**src/rtl/drive_ramp_sequencer_pkg.sv**
```systemverilog
// Shared types and constants for the drive ramp sequencer.
// Command encodings, direction constants, channel state enum.
package drive_ramp_sequencer_pkg;

    localparam logic [1:0] CMD_STOP  = 2'b00;
    localparam logic [1:0] CMD_LEFT  = 2'b01;
    localparam logic [1:0] CMD_RIGHT = 2'b10;
    localparam logic [1:0] CMD_FWD   = 2'b11;

    localparam logic DIR_FWD = 1'b1;
    localparam logic DIR_REV = 1'b0;

    typedef enum logic [2:0] {
        ST_IDLE,
        ST_RAMP_UP,
        ST_RUN,
        ST_RAMP_DOWN,
        ST_DWELL
    } ch_state_e;

    // Counter width for n states; never below one bit.
    function automatic int cnt_width(input int n);
        return (n <= 2) ? 1 : $clog2(n);
    endfunction

endpackage

```
**src/rtl/drive_ramp_sequencer_channel.sv**
```systemverilog
// One H-bridge channel: slews duty on ticks, dwells at zero before a flip.
// Ports: clk_out, rst (async low), tick, target, req_dir -> duty, dir, ch_busy.
module drive_ramp_channel
    import drive_ramp_sequencer_pkg::*;
#(
    parameter int WIDTH         = 3,
    parameter int STEP_PERIODS  = 2,
    parameter int DWELL_PERIODS = 4,
    parameter int MAX_DUTY      = 7
) (
    input  logic             clk_out,
    input  logic             rst,
    input  logic             tick,
    input  logic [WIDTH-1:0] target,
    input  logic             req_dir,
    output logic [WIDTH-1:0] duty,
    output logic             dir,
    output logic             ch_busy
);

    localparam int SW = cnt_width(STEP_PERIODS);
    localparam int DW = cnt_width(DWELL_PERIODS + 1);
    localparam logic [SW-1:0] STEP_LAST = SW'(STEP_PERIODS - 1);
    localparam logic [DW-1:0] DWELL_LAST = DW'(DWELL_PERIODS - 1);
    localparam logic [WIDTH-1:0] DUTY_MAX = WIDTH'(MAX_DUTY);

    ch_state_e        state_q, state_d;
    logic [WIDTH-1:0] duty_q, duty_d;
    logic             dir_q, dir_d;
    logic [SW-1:0]    step_q, step_d;
    logic [DW-1:0]    dwell_q, dwell_d;
    logic [WIDTH-1:0] tgt_sat;
    logic [WIDTH-1:0] goal;

    always_comb begin
        tgt_sat = (target >= DUTY_MAX) ? DUTY_MAX : target;
        // A pending reversal means the duty must first come down to zero.
        goal    = (req_dir == dir_q) ? tgt_sat : '0;
        state_d = state_q;
        duty_d  = duty_q;
        dir_d   = dir_q;
        step_d  = step_q;
        dwell_d = dwell_q;
        if (tick) begin
            unique case (state_q)
                ST_IDLE: begin
                    if (req_dir != dir_q) begin
                        state_d = ST_DWELL;
                        dwell_d = '0;
                    end else if (goal != '0) begin
                        state_d = ST_RAMP_UP;
                    end
                end
                ST_RUN: begin
                    if (goal > duty_q) begin
                        state_d = ST_RAMP_UP;
                    end else if (goal < duty_q) begin
                        state_d = ST_RAMP_DOWN;
                    end
                end
                ST_RAMP_UP, ST_RAMP_DOWN: begin
                    // Slew direction follows the live goal; the step
                    // counter keeps its phase across retargets.
                    if (step_q == STEP_LAST) begin
                        step_d = '0;
                        if (goal > duty_q) begin
                            duty_d = duty_q + 1'b1;
                        end else if (goal < duty_q) begin
                            duty_d = duty_q - 1'b1;
                        end
                    end else begin
                        step_d = step_q + 1'b1;
                    end
                    if (duty_d == goal) begin
                        step_d = '0;
                        if (goal != '0) begin
                            state_d = ST_RUN;
                        end else if (req_dir != dir_q) begin
                            state_d = ST_DWELL;
                            dwell_d = '0;
                        end else begin
                            state_d = ST_IDLE;
                        end
                    end else if (goal > duty_d) begin
                        state_d = ST_RAMP_UP;
                    end else begin
                        state_d = ST_RAMP_DOWN;
                    end
                end
                ST_DWELL: begin
                    // Dwell always runs to completion; the flip takes
                    // whatever direction is requested at its end.
                    if (dwell_q == DWELL_LAST) begin
                        dir_d   = req_dir;
                        state_d = (tgt_sat != '0) ? ST_RAMP_UP : ST_IDLE;
                    end else begin
                        dwell_d = dwell_q + 1'b1;
                    end
                end
                default: begin
                    state_d = ST_IDLE;
                end
            endcase
        end
    end

    always_ff @(posedge clk_out or negedge rst) begin
        if (!rst) begin
            state_q <= ST_IDLE;
            duty_q  <= '0;
            dir_q   <= DIR_FWD;
            step_q  <= '0;
            dwell_q <= '0;
        end else begin
            state_q <= state_d;
            duty_q  <= duty_d;
            dir_q   <= dir_d;
            step_q  <= step_d;
            dwell_q <= dwell_d;
        end
    end

    assign duty    = duty_q;
    assign dir     = dir_q;
    assign ch_busy = (state_q == ST_RAMP_UP) ||
                     (state_q == ST_RAMP_DOWN) ||
                     (state_q == ST_DWELL);

endmodule

```
**src/rtl/drive_ramp_sequencer.sv**
```systemverilog
// Drive ramp sequencer: command sync/qualify, PWM tick, two ramp channels.
// Ports: clk_out, rst (async low), trigger, cmd -> lduty, rduty, ldir, rdir, busy.
module drive_ramp_sequencer
    import drive_ramp_sequencer_pkg::*;
#(
    parameter int WIDTH         = 3,
    parameter int STEP_PERIODS  = 2,
    parameter int DWELL_PERIODS = 4,
    parameter int MAX_DUTY      = 7
) (
    input  logic             clk_out,
    input  logic             rst,
    input  logic [WIDTH-1:0] trigger,
    input  logic [1:0]       cmd,
    output logic [WIDTH-1:0] lduty,
    output logic [WIDTH-1:0] rduty,
    output logic             ldir,
    output logic             rdir,
    output logic             busy
);

    localparam logic [WIDTH-1:0] DUTY_MAX = WIDTH'(MAX_DUTY);

    logic [1:0]       cmd_meta_q, cmd_meta_d;
    logic [1:0]       cmd_sync_q, cmd_sync_d;
    logic [1:0]       samp_q, samp_d;
    logic [1:0]       acc_q, acc_d;
    logic             ones_q, ones_d;
    logic             tick;
    logic [WIDTH-1:0] l_target, r_target;
    logic             l_req, r_req;
    logic             l_busy, r_busy;

    always_comb begin
        cmd_meta_d = cmd;
        cmd_sync_d = cmd_meta_q;
        ones_d     = &trigger;
        // Edge-qualified so a counter stalled at all-ones ticks once.
        tick       = (&trigger) && !ones_q;
        samp_d     = samp_q;
        acc_d      = acc_q;
        if (tick) begin
            samp_d = cmd_sync_q;
            if ((cmd_sync_q == samp_q) && (cmd_sync_q != acc_q)) begin
                acc_d = cmd_sync_q;
            end
        end
    end

    always_comb begin
        l_target = DUTY_MAX;
        r_target = DUTY_MAX;
        l_req    = DIR_FWD;
        r_req    = DIR_FWD;
        unique case (acc_q)
            CMD_FWD: begin
            end
            CMD_LEFT: begin
                l_req = DIR_REV;
            end
            CMD_RIGHT: begin
                r_req = DIR_REV;
            end
            CMD_STOP: begin
                l_target = '0;
                r_target = '0;
                l_req    = ldir;
                r_req    = rdir;
            end
        endcase
    end

    always_ff @(posedge clk_out or negedge rst) begin
        if (!rst) begin
            cmd_meta_q <= CMD_STOP;
            cmd_sync_q <= CMD_STOP;
            samp_q     <= CMD_STOP;
            acc_q      <= CMD_STOP;
            ones_q     <= 1'b0;
        end else begin
            cmd_meta_q <= cmd_meta_d;
            cmd_sync_q <= cmd_sync_d;
            samp_q     <= samp_d;
            acc_q      <= acc_d;
            ones_q     <= ones_d;
        end
    end

    drive_ramp_channel #(
        .WIDTH         (WIDTH),
        .STEP_PERIODS  (STEP_PERIODS),
        .DWELL_PERIODS (DWELL_PERIODS),
        .MAX_DUTY      (MAX_DUTY)
    ) u_left (
        .clk_out (clk_out),
        .rst     (rst),
        .tick    (tick),
        .target  (l_target),
        .req_dir (l_req),
        .duty    (lduty),
        .dir     (ldir),
        .ch_busy (l_busy)
    );

    drive_ramp_channel #(
        .WIDTH         (WIDTH),
        .STEP_PERIODS  (STEP_PERIODS),
        .DWELL_PERIODS (DWELL_PERIODS),
        .MAX_DUTY      (MAX_DUTY)
    ) u_right (
        .clk_out (clk_out),
        .rst     (rst),
        .tick    (tick),
        .target  (r_target),
        .req_dir (r_req),
        .duty    (rduty),
        .dir     (rdir),
        .ch_busy (r_busy)
    );

    assign busy = l_busy | r_busy;

endmodule

```
**config.mk**
```make
export PLATFORM = sky130hd
export DESIGN_NAME = drive_ramp_sequencer
export DESIGN_NICKNAME = d
export VERILOG_FILES = /design/src/rtl/drive_ramp_sequencer_pkg.sv /design/src/rtl/drive_ramp_sequencer_channel.sv /design/src/rtl/drive_ramp_sequencer.sv
export SDC_FILE = /design/constraint.sdc
export NUM_CORES = 1
export LEC_CHECK = 0
export CAP_MARGIN = 10
export CELL_PAD_IN_SITES_DETAIL_PLACEMENT = 1
export CELL_PAD_IN_SITES_GLOBAL_PLACEMENT = 1
export CORE_MARGIN = 4
export CORE_UTILIZATION = 44
export DETAILED_ROUTE_END_ITERATION = 6
export DONT_BUFFER_PORTS = 1
export GPL_ROUTABILITY_DRIVEN = 0
export PLACE_DENSITY = 0.73
export REMOVE_ABC_BUFFERS = 1
export SYNTH_ARGS = -nofsm -noshare
export SYNTH_HDL_FRONTEND = slang
export SYNTH_SLANG_ARGS = --single-unit
```
**constraint.sdc**
```tcl
create_clock -name clk_out -period 3 [get_ports clk_out]
set_input_delay 0.9 -clock clk_out [delete_from_list [all_inputs] [get_ports clk_out]]
set_output_delay 0.9 -clock clk_out [all_outputs]
set_load 0.03 [all_outputs]
```
After elaboration in Yosys (flattened, before gate mapping)
Index checks and enable logic that the tools add are counted.
- memory bits (writable): 0
- bits in latches: 0
- bits of input ports: 7
- word-level logic and storage cells: 141
- flip-flop bits (word level): 31
- memories kept: 0
- memory bits (read-only): 0
- output and inout bits: 9
- add/sub/neg operators: 8
- mux-type cells: 51
- $lt $le $gt $ge: 7
- $mul: 0
- bitwise operators: 1
- equality and inequality tests: 32
- divide/modulo/power cells: 0
- shifts and indexed selects: 0
- reduce and logical (&&, ||, !) cells: 27
- operator list (operator ; number):
    3-bit two-way mux ; 38
    3-bit one-hot mux with 4 select lines ; 2
    3-bit by 2-bit equality test with 1-bit output (second input constant) ; 6
    3-bit one-hot mux with 3 select lines ; 2
    3-bit nonzero test ; 5
    3-bit by 1-bit adder with 3-bit output (second input constant) ; 4
    3-bit greater-than comparator ; 4
    3-bit by 1-bit inequality test with 1-bit output (second input constant) ; 4
    5-bit AND reduction ; 2
    3-bit AND reduction ; 3
    2-bit by 1-bit inequality test with 1-bit output (second input constant) ; 4
    2-bit inequality test (second input constant) ; 4
    4-bit AND reduction ; 2
    3-bit by 1-bit equality test with 1-bit output (second input constant) ; 2
    3-bit equality test ; 2
    3-bit equality test (second input constant) ; 2
    3-bit logical NOT ; 2
    3-bit less-than comparator ; 2
    2-bit AND reduction ; 3
    3-bit by 1-bit subtractor with 3-bit output (second input constant) ; 2
    1-bit two-way mux ; 5
    1-bit logical OR ; 4
    2-bit two-way mux ; 2
    1-bit one-hot mux with 2 select lines ; 2
    13 further kinds ; 18

Depth between registers and ports, before layout
Gate-level depths: netlist of the first run.
- depth after elaboration: 15
- gate-level depth with buffers: 15
- mapped depth without buffers: 15

Cells and area by module
From an unflattened synthesis of the first run, not the netlist that was laid out.
- cell total of the unflattened synthesis: 258
- area, all modules: 2414.8 sq um
- by module, submodules not included (module ; instances ; sequential area each (sq um) ; area an instance (sq um) ; cells an instance):
    drive_ramp_channel at u_left ; 1 ; 276.5 ; 1033.5 ; 115
    drive_ramp_channel at u_right ; 1 ; 276.5 ; 1012.2 ; 115
    drive_ramp_sequencer ; 1 ; 225.2 ; 369.1 ; 28

Least setup slack after synthesis of the first run
No wires, ideal clock.
- kind: reg2reg
- start: register u_left.dir_q (netlist: u_left.dir)
- end: register u_left.state_q[1]
- required time: 2874 ps
- arrival time: 3175 ps
- cell stages (with the launch flop): 16
- path buffers: 1
- setup time: 126 ps
- slack: -301 ps
- period minus slack after synthesis: 3301 ps
- cells stage by stage: dfstp_2 > and2_1 > or2_1 > buf_2 > inv_2 > ha_1 > nand4b_1 > nand2_1 > mux2_2 > nor4_1 > nor2_1 > ha_1 > nand3_1 > o22ai_1 > a32oi_1 > o21ai_1
- cells in the longest elaborated chain, start to end: 13
- elaborated cells between the ends (all ways): 23
- classes of those cells: order compare (3); eq/ne (5); mux (13); reduce/logical (2)
- RTL lines (item ; RTL line ; source):
    start, declared ; drive_ramp_sequencer_channel.sv:29 ; logic dir_q, dir_d;
    start signal, assigned ; drive_ramp_sequencer_channel.sv:117 ; dir_q <= dir_d;
    1-bit one-hot mux with 2 select lines ; drive_ramp_sequencer.sv:55 ; unique case (acc_q)
    1-bit equality test ; drive_ramp_sequencer_channel.sv:38 ; goal = (req_dir == dir_q) ? tgt_sat : '0;
    3-bit two-way mux ; drive_ramp_sequencer_channel.sv:38 ;
    3-bit less-than comparator ; drive_ramp_sequencer_channel.sv:57, drive_ramp_sequencer_channel.sv:68 ;
    3-bit two-way mux ; drive_ramp_sequencer_channel.sv:68 ; end else if (goal < duty_q) begin
    3-bit two-way mux ; drive_ramp_sequencer_channel.sv:66 ; if (goal > duty_q) begin
    3-bit two-way mux ; drive_ramp_sequencer_channel.sv:64 ; if (step_q == STEP_LAST) begin
    3-bit two-way mux ; drive_ramp_sequencer_channel.sv:45 ; unique case (state_q)
    3-bit two-way mux ; drive_ramp_sequencer_channel.sv:44 ; if (tick) begin
    3-bit greater-than comparator ; drive_ramp_sequencer_channel.sv:84 ; end else if (goal > duty_d) begin
    2-bit two-way mux ; drive_ramp_sequencer_channel.sv:84 ;
    3-bit two-way mux ; drive_ramp_sequencer_channel.sv:74 ; if (duty_d == goal) begin
    3-bit one-hot mux with 4 select lines ; drive_ramp_sequencer_channel.sv:45 ;
    end signal, assigned ; drive_ramp_sequencer_channel.sv:115 ; state_q <= state_d;
    end, declared ; drive_ramp_sequencer_channel.sv:27 ; ch_state_e state_q, state_d;
Several ways; a longest one is shown, not always the timed one. The select of a mux whose other input is x is not followed.
A chain may end at the register's enable or synchronous reset.

Worst setup path after layout of the first run
Ends and elaborated chain as after synthesis.

==> metrics.txt, run 1 <==
die span in x=81.10 microns; proportion of layout cells with a drive suffix above 1=0.2468; worst setup slack after placement=-117.6 ps; run status=finished, violations left; share of the clock period used by the worst path=1.013; remaining routing DRC violations=0; register bit count reported by yosys=31; Finished Layout Cells=382; Routed met2 length=3334 microns; count of hold-fix buffers inserted at cts=0; fraction of power spent switching nets=0.4212; Required @ worst endpoint=3210 ps; maximum buffer depth of the clock tree=2; Port Buf Inserts=0; overall routing resource usage=0.2159; highest metal layer used by the detailed router=met4; type of element capturing the critical path=register; CTS tree=built; vias in the first global route=2305; worst r2r src=u_left.dir$_DFFE_PN1P_; initial core utilization=0.4574; Core Footprint=5140 sq um; global-route wire length before repair=10960 microns; pwr dens=724.0 nW/um^2; IR Drop Worst-Case VDD=0.3642 mV; wirelength, routed=6750 microns; aggregate global routing overflow=0; antenna violations before repair=0; part of the power in the clock network=0.195; Total Die Area=6576 sq um; Vert. Die Dim=81.10 microns; leakage power=1.224 nW; Layout Nets=332; Post-Syn Instances=280; Critical Path Start=u_left.dir$_DFFE_PN1P_; Fillers=630; CTS clock-pin slew for the worst setup and hold paths=70 ps; design internal power=0.001219 W; average footprint of a synthesized cell=8.396 sq um; Sequential Power Share=0.303; minimum clock period after layout=3038 ps; post-synthesis cell area=2351 sq um; share of total power in combinational logic=0.502; Worst Slack Setup Final=-38.19 ps; Net Switching=0.0008871 W; critical path's largest stage delay=620 ps; crit start category=register; cell with the most instances after synthesis=dfrtp_1; RSZ-0062 raised after global routing=true; DRT iter0 DRCs=50; via density per instance=5.940; dominant cells by area after synthesis=dfrtp_1 31%, ha_1 7.5%, o21ai_0 3.8%, xnor2_1 3.7%, nor2_1 3.7%; cell with the biggest individual delay on the critical path=o31ai_1; list of cells traversed by the critical path=and2_4, or2_1, inv_2, ha_4, nor2_2, o32a_1, o21ba_1, o31ai_1, nand3_1, and3_1, o21ai_1; achievable frequency=329.1 MHz; Yosys top cell by area=dfrtp_1; critical path peak fanout=5; top post-synthesis cells by count=29 x dfrtp_1, 23 x nor2_1, 22 x nand2_1; DPL Wire Length=4655 microns; post-synthesis async set-or-reset flop share=1.000; boundary pin count=16; Worst-Margin Slew=695.5 ps; register area share after synthesis=0.3310; worst max-slew margin expressed relative to the limit=0.5324; cell count after placement=367; placement-stage cell area=2603 sq um; clock insertion delay at the later pin of the skew report=280 ps; reg2reg setup slack=-40 ps; final hold violation count=0; capturing point of the worst reg2reg path=u_left.state_q[1]$_DFFE_PN0P_; proportion of netlist area held by the largest area contributor=0.3087; largest net degree at the start of global routing=32; post-DR wirelength/cell=17.67 microns; DR pass1 iterations=5; count of synthesis-stage warnings from yosys=0; Synth Flop Type=dfrtp_1; class of the tightest hold or removal check=in2async; post-route ant nets=0; Met3 Routed Length=227 microns; failing checks=setup timing; worst reg-to-reg path cell count=11; clock sink count=31; area grow syn2layout=23.74%; critical path class=reg2reg; library cell used as clock root buffer=clkbuf_8; placement row count=26; wire length on met1=3084 microns; count of final max-slew check failures=0; arrival time worst endpoint=3250 ps; number of levels in the clock H-tree=2; post-route cell area=2909 sq um; count of distinct cell types in the synthesized netlist=59; antenna diode count=0; setup violators final=2; number of enable flip-flop cells after synthesis=0; final clock skew=9.112 ps; Vias=2269; number of CTS-inserted buffers=5; number of violations of the max-capacitance limit=0
[registers in the layout (all words and copies together) (netlist names), 2 cells and up]
name and count:
cmd_meta_q 2, samp_q 2, u_right.duty 3, cmd_sync_q 2, u_right.state_q 3, u_left.dwell_q 3
u_left.duty 3, u_left.state_q 3, acc_q 2, u_right.dwell_q 3
[cells in the final DEF, fill, tap and decap left out, types with 5 or more instances in the layout]
cell       n
ha_1      12
nor2_1    22
inv_1     12
nand3_1    9
nand2b_1   9
a21oi_1   14
o21ai_1   11
nor3_1     7
dfrtp_1   29
xnor2_1   10
clkbuf_8   5
o21ai_0   17
nand2_1   21
buf_4     36
[metal layers]
metal,global-route usage,vias to the layer above
met5,0,-
met2,0.3596,47
met1,0.2833,1127
li1,-,1087
met3,0.03769,8
met4,0.07095,0
[power by group through the flow]
stage               registers [W]  clock network [W]  logic, W
floorplan                0.000638                  0  0.000643
global placement         0.000634                  0  0.000887
detailed placement       0.000639                  0  0.000915
CTS                      0.000635           0.000422  0.000966
global route             0.000662           0.000445   0.00116
finish                   0.000638           0.000411   0.00106
[cell type report]
| class | count | area, sq um | share of cell area |
|---|---|---|---|
| tap | 70 | 87.58 | 0.03011 |
| clock buffer | 7 | 76.32 | 0.02624 |
| multi-input combinational | 220 | 1595 | 0.5484 |
| sequential | 31 | 778.2 | 0.2675 |
| clock inverter | 1 | 30.03 | 0.01032 |
| inverter | 16 | 60.06 | 0.02065 |
| timing repair buffer | 37 | 281.5 | 0.09677 |
[metrics by stage]
stage               utilization  power, W  TNS, ps  hold slack, ps
finish                   0.5660  0.002106   -42.55           302.1
global placement         0.5063  0.001521   -20.91           344.3
detailed placement       0.5063  0.001554   -564.5           348.5
global route             0.5660  0.002270   -875.7           282.7
CTS                      0.5363  0.002023        0           293.7
floorplan                     -  0.001281    -2159           331.2
[worst max-delay path by stage]
stage,to,slack [ps],cells after the start
4_1_cts,u_left.state_q[1]$_DFFE_PN0P_,3,14
6_report,u_left.state_q[1]$_DFFE_PN0P_,-40,11
2_1_floorplan,u_left.state_q[1]$_DFFE_PN0P_,-400,14
3_3_place_gp,u_right.dwell_q[0]$_DFFE_PN0P_,-20,12
3_5_place_dp,u_left.dwell_q[0]$_DFFE_PN0P_,-120,14
5_1_grt,u_left.state_q[1]$_DFFE_PN0P_,-170,11
[worst max-delay path: cells and delay by family, from the launching register on]
family / cells / cell delay [ps]
AO/OA/AOI/OAI: 4 / 1330
AND/OR/NAND/NOR: 5 / 720
flip-flops: 1 / 570
adder cells (fa/ha/maj): 1 / 290
buffers and inverters: 1 / 60
[cell families after synthesis]
logic type,synth area share
AOI/OAI and AO/OA,0.2560
adders and majority gates,0.07451
buffers and inverters,0.05162
muxes,0.01384
and+or+nand+nor,0.2251
xor gates and xnor gates,0.04790
DFF,0.3310
[timing repair]
| item | CTS | global route |
|---|---|---|
| resized for setup | 8 | 20 |
| pin swaps | 2 | 17 |
| setup buffers | 1 | 6 |
| endpoints found under the setup margin | 11 | 13 |
Power figures use the tool's default switching activity.
==> run 2: changes to the inputs <==
--- a/config.mk
+++ b/config.mk
@@ -9,11 +9,11 @@
 export CELL_PAD_IN_SITES_DETAIL_PLACEMENT = 1
 export CELL_PAD_IN_SITES_GLOBAL_PLACEMENT = 1
 export CORE_MARGIN = 4
-export CORE_UTILIZATION = 44
+export CORE_UTILIZATION = 30
 export DETAILED_ROUTE_END_ITERATION = 6
 export DONT_BUFFER_PORTS = 1
 export GPL_ROUTABILITY_DRIVEN = 0
-export PLACE_DENSITY = 0.73
+export PLACE_DENSITY = 0.59
 export REMOVE_ABC_BUFFERS = 1
 export SYNTH_ARGS = -nofsm -noshare
 export SYNTH_HDL_FRONTEND = slang
==> constraint.sdc (replaced) <==
create_clock -name clk_out -period 2.45 [get_ports clk_out]
set_input_delay 0.735 -clock clk_out [delete_from_list [all_inputs] [get_ports clk_out]]
set_output_delay 0.735 -clock clk_out [all_outputs]
set_load 0.03 [all_outputs]
==> metrics.txt, run 2 (synthesis gave the netlist of run 1 again) <==
minimum clock period after layout=2971 ps; number of violations of the max-capacitance limit=0; CTS clock-pin slew for the worst setup and hold paths=80 ps; worst max-slew margin expressed relative to the limit=0.6162; DPL Wire Length=5257 microns; DRT iter0 DRCs=48; largest net degree at the start of global routing=32; clock insertion delay at the later pin of the skew report=290 ps; leakage power=1.387 nW; class of the tightest hold or removal check=in2async; setup violators final=15; boundary pin count=16; die span in x=96.53 microns; count of final max-slew check failures=0; critical path class=reg2reg; number of CTS-inserted buffers=5; wirelength, routed=7455 microns; overall routing resource usage=0.1719; crit start category=register; pwr dens=852.5 nW/um^2; final total power=0.002749 W; antenna diode count=0; Critical Path Start=u_left.dir$_DFFE_PN1P_; DR pass1 iterations=4; IR Drop Worst-Case VDD=0.7093 mV; Core Footprint=7687 sq um; final hold violation count=0; failing checks=setup timing; Worst Slack Setup Final=-521.3 ps; most frequent cells in the layout=69 x buf_4, 28 x dfrtp_1, 22 x nand2_1; final clock skew=7.927 ps; cell count after placement=422; global-route wire length before repair=12330 microns; arrival time worst endpoint=3140 ps; CTS tree=built; maximum buffer depth of the clock tree=2; Vias=2312; Total Die Area=9317 sq um; final design utilization=0.4194; RSZ-0062 raised after global routing=true; Layout Nets=365; worst r2r src=u_left.dir$_DFFE_PN1P_; type of element capturing the critical path=register; leading cell type in the layout, fill and taps excluded=buf_4; run status=finished, violations left; Worst-Margin Slew=570.5 ps; Port Buf Inserts=0; Required @ worst endpoint=2620 ps; library cell used as clock root buffer=clkbuf_8; post-route ant nets=0; count of hold-fix buffers inserted at cts=0; initial core utilization=0.3058; antenna violations before repair=0; post-DR wirelength/cell=16.68 microns; number of levels in the clock H-tree=2; vias in the first global route=2472; via density per instance=5.172; remaining routing DRC violations=0; critical path peak fanout=5; aggregate global routing overflow=0; clock sink count=31; placement row count=32; achievable frequency=336.6 MHz; proportion of layout cells with a drive suffix above 1=0.3478; area grow syn2layout=37.15%; share of the clock period used by the worst path=1.213; Finished Layout Cells=447; Vert. Die Dim=96.53 microns
## run 2: changes by cell type in the layout (fill, tap and decap cells not counted), moves of 2 or more
| cell | previous run | this run |
|---|---|---|
| o21ai_1 | 11 | 9 |
| buf_4 | 36 | 69 |
| a211oi_2 | 0 | 2 |
| a211oi_1 | 4 | 2 |
## run 2: timing repair
item | in CTS | in global routing
resized for setup | 24 | 16
setup endpoints to repair | 15 | 17
pin swaps | 19 | 20
buffers inserted | 9 | 9
cloned | 0 | 0
## run 2: metal layers
layer  global-route usage  part of all wire  wire (microns)  up-vias
met5                    0                 0               0        -
met4              0.04673             0.011              80        0
li1                     -                 -               -     1146
met3              0.03796             0.021             155        6
met1               0.2151              0.45            3390     1142
met2               0.2971              0.51            3828       18
## run 2: power breakdown
| part | total, W | internal [W] | switching (W) | leakage, nW |
|---|---|---|---|---|
| Sequential | 0.000742 | 0.000612 | 0.000130 | 0.382 |
| Combinational | 0.00159 | 0.000754 | 0.000835 | 0.964 |
| Clock | 0.000418 | 0.000199 | 0.000219 | 0.0412 |
| Total | 0.00275 | 0.00156 | 0.00118 | 1.39 |
## run 2: worst paths after layout
check | endpoint | cells past startpoint | slack, ps
max | u_left.state_q[1]$_DFFE_PN0P_ | 14 | -520
min | u_left.duty[2]$_DFFE_PN0P_ | 0 | 130
min reg2reg | cmd_sync_q[0]$_DFF_PN0_ | 0 | 350
max reg2reg | u_left.state_q[1]$_DFFE_PN0P_ | 14 | -520
max in group asynchronous | u_left.dir$_DFFE_PN1P_ | 0 | 2130
min in group clk_out | cmd_sync_q[0]$_DFF_PN0_ | 0 | 350
## run 2: worst max-delay path: stages (launching register included)
cell	delay, ps
dfstp_2	570
nor3b_2	60
or2_4	250
inv_4	70
ha_4	210
nand4b_1	120
nand2_1	90
mux2_4	310
nor4_4	280
nor2_1	100
ha_1	350
nand3_1	110
o22ai_1	70
a32oi_1	180
o21ai_1	90
## run 2: area by class of cell
type,count,area [sq um]
fillers,945,4463
multi-input cells,220,1640
flip-flops and latches,31,779.5
repair buffers,70,529.3
well taps,102,127.6
clock buffers,6,72.57
inverters,16,62.56
clock inverters,2,12.51
## run 2: through the flow
stage | hold slack [ps] | area (sq um) | setup WS [ps] | TNS (ps)
after floorplan | 331.2 | 2290 | -946.8 | -10140
after detailed placement | 337.0 | 2815 | -827.7 | -8872
after global routing | 101.4 | 3224 | -627.2 | -8112
after CTS | 117.4 | 3085 | -486.8 | -5835
final | 126.5 | 3224 | -521.3 | -5984
after global placement | 334.0 | 2815 | -849.3 | -8764
==> run 3: changes to the inputs <==
--- a/config.mk
+++ b/config.mk
@@ -9,11 +9,11 @@
 export CELL_PAD_IN_SITES_DETAIL_PLACEMENT = 1
 export CELL_PAD_IN_SITES_GLOBAL_PLACEMENT = 1
 export CORE_MARGIN = 4
-export CORE_UTILIZATION = 30
+export CORE_UTILIZATION = 35
 export DETAILED_ROUTE_END_ITERATION = 6
 export DONT_BUFFER_PORTS = 1
 export GPL_ROUTABILITY_DRIVEN = 0
-export PLACE_DENSITY = 0.59
+export PLACE_DENSITY = 0.66
 export REMOVE_ABC_BUFFERS = 1
 export SYNTH_ARGS = -nofsm -noshare
 export SYNTH_HDL_FRONTEND = slang
==> metrics.txt, run 3 (synthesis gave the netlist of run 1 again) <==
run status=finished, violations left; failing checks=setup timing; via density per instance=5.789; antenna violations before repair=0; number of violations of the max-capacitance limit=0; most frequent cells in the layout=67 x buf_4, 28 x dfrtp_1, 21 x nand2_1; kind of cell with the highest combined delay on the critical path=simple AND/OR/NAND/NOR gates; list of cells traversed by the critical path=nor3b_4, a21oi_2, ha_1, or4_4, o21ai_2, nand2b_1, nor3b_2, xnor2_1, ha_1, and2_4, a31oi_4, mux2_4; capturing point of the worst reg2reg path=u_right.dwell_q[0]$_DFFE_PN0P_; Core Footprint=6422 sq um; Sequential Power Share=0.254; hold slack final=138.4 ps; post-DR wirelength/cell=18.83 microns; clock insertion delay at the later pin of the skew report=280 ps; arrival time worst endpoint=3200 ps; Vert. Die Dim=89.96 microns; achievable frequency=329.9 MHz; antenna diode count=0; part of the power in the clock network=0.202; RSZ-0062 raised after global routing=true; share of the clock period used by the worst path=1.237; worst setup slack after placement=-741.7 ps; Finished Layout Cells=422; die span in x=89.96 microns; IR Drop Worst-Case VDD=0.4573 mV; reg2reg setup slack=-580 ps; final design utilization=0.5130; design internal power=0.001801 W; DPL Wire Length=5406 microns; cell mode on critical path=ha_1; remaining routing DRC violations=0; wirelength, routed=7948 microns; aggregate global routing overflow=0; library cell used as clock root buffer=clkbuf_8; setup violators final=16; maximum buffer depth of the clock tree=2; vias in the first global route=2598; fraction of power spent switching nets=0.4036; Port Buf Inserts=0; Total Die Area=8093 sq um; critical path's largest stage delay=460 ps; post-route ant nets=0; overall routing resource usage=0.1943; leakage power=1.399 nW; final clock skew=8.809 ps; DRT iter0 DRCs=111; worst r2r src=acc_q[0]$_DFFE_PN0P_; Required @ worst endpoint=2620 ps; Worst-Margin Slew=551.0 ps; worst reg-to-reg path cell count=12; count of final max-slew check failures=0; DR pass1 iterations=4; Layout Nets=365; number of levels in the clock H-tree=2; critical path buffer and inverter count=0; CTS tree=built; largest net degree at the start of global routing=32; cell count after placement=397; final hold violation count=0; share of total power in combinational logic=0.544; pwr dens=916.7 nW/um^2; placement row count=29; Worst Slack Setup Final=-581.4 ps; clock sink count=31; critical path peak fanout=5; critical path class=reg2reg; class of the tightest hold or removal check=in2async; minimum clock period after layout=3031 ps; crit start category=register; number of CTS-inserted buffers=5; Net Switching=0.001219 W; type of element capturing the critical path=register; area grow syn2layout=40.13%; proportion of layout cells with a drive suffix above 1=0.3739; global-route wire length before repair=12900 microns; worst max-slew margin expressed relative to the limit=0.6293; cell with the biggest individual delay on the critical path=dfrtp_1; leading cell type in the layout, fill and taps excluded=buf_4; boundary pin count=16; Vias=2443; CTS clock-pin slew for the worst setup and hold paths=70 ps; initial core utilization=0.3661
run 3: layout make-up:
class / instances / area [sq um]
inverter: 16 / 62.56
fill: 768 / 3128
tap: 77 / 96.34
sequential: 31 / 779.5
clock inverter: 2 / 60.06
clock buffer: 6 / 72.57
timing repair buffer: 70 / 536.8
multi-input combinational: 220 / 1687
run 3: worst max path at each step:
| stage | start | to | slack [ps] | depth (start not counted) |
|---|---|---|---|---|
| finish | acc_q[0]$_DFFE_PN0P_ | u_right.dwell_q[0]$_DFFE_PN0P_ | -580 | 12 |
| global route | acc_q[0]$_DFFE_PN0P_ | u_right.dwell_q[0]$_DFFE_PN0P_ | -680 | 12 |
| CTS | u_left.dir$_DFFE_PN1P_ | u_left.state_q[1]$_DFFE_PN0P_ | -530 | 15 |
| detailed placement | acc_q[0]$_DFFE_PN0P_ | u_left.state_q[1]$_DFFE_PN0P_ | -740 | 14 |
| global placement | acc_q[0]$_DFFE_PN0P_ | u_right.dwell_q[0]$_DFFE_PN0P_ | -630 | 12 |
| floorplan | acc_q[0]$_DFFE_PN0P_ | u_left.state_q[1]$_DFFE_PN0P_ | -950 | 14 |
run 3: per-stage QoR:
stage	power [W]	cell area [sq um]	TNS, ps
6_report	0.003020	3294	-7220
5_1_grt	0.003228	3294	-9416
4_1_cts	0.002870	3124	-6474
3_5_place_dp	0.002079	2784	-9038
3_3_place_gp	0.002030	2784	-7727
2_1_floorplan	0.001569	2290	-10140
run 3: repair_timing:
item                       CTS  global route
buffers inserted            12             6
pin swaps                   23            14
gates resized for setup     27            27
hold buffers                 0             0
setup endpoints to repair   15            18
gates cloned                 0             0
run 3: per-layer routing:
| metal | vias up | global-route usage | part of all wire |
|---|---|---|---|
| met5 | - | 0 | 0 |
| li1 | 1154 | - | - |
| met2 | 37 | 0.3496 | 0.53 |
| met4 | 0 | 0.03571 | 0.012 |
| met3 | 10 | 0.03422 | 0.027 |
| met1 | 1242 | 0.2456 | 0.43 |
run 3: power by group through the flow:
stage	combinational [W]	clock (W)	sequential, W
global placement	0.00128	0	0.000753
global route	0.00179	0.000653	0.000782
finish	0.00164	0.000610	0.000767
floorplan	0.000788	0	0.000781
CTS	0.00150	0.000620	0.000755
detailed placement	0.00132	0	0.000758
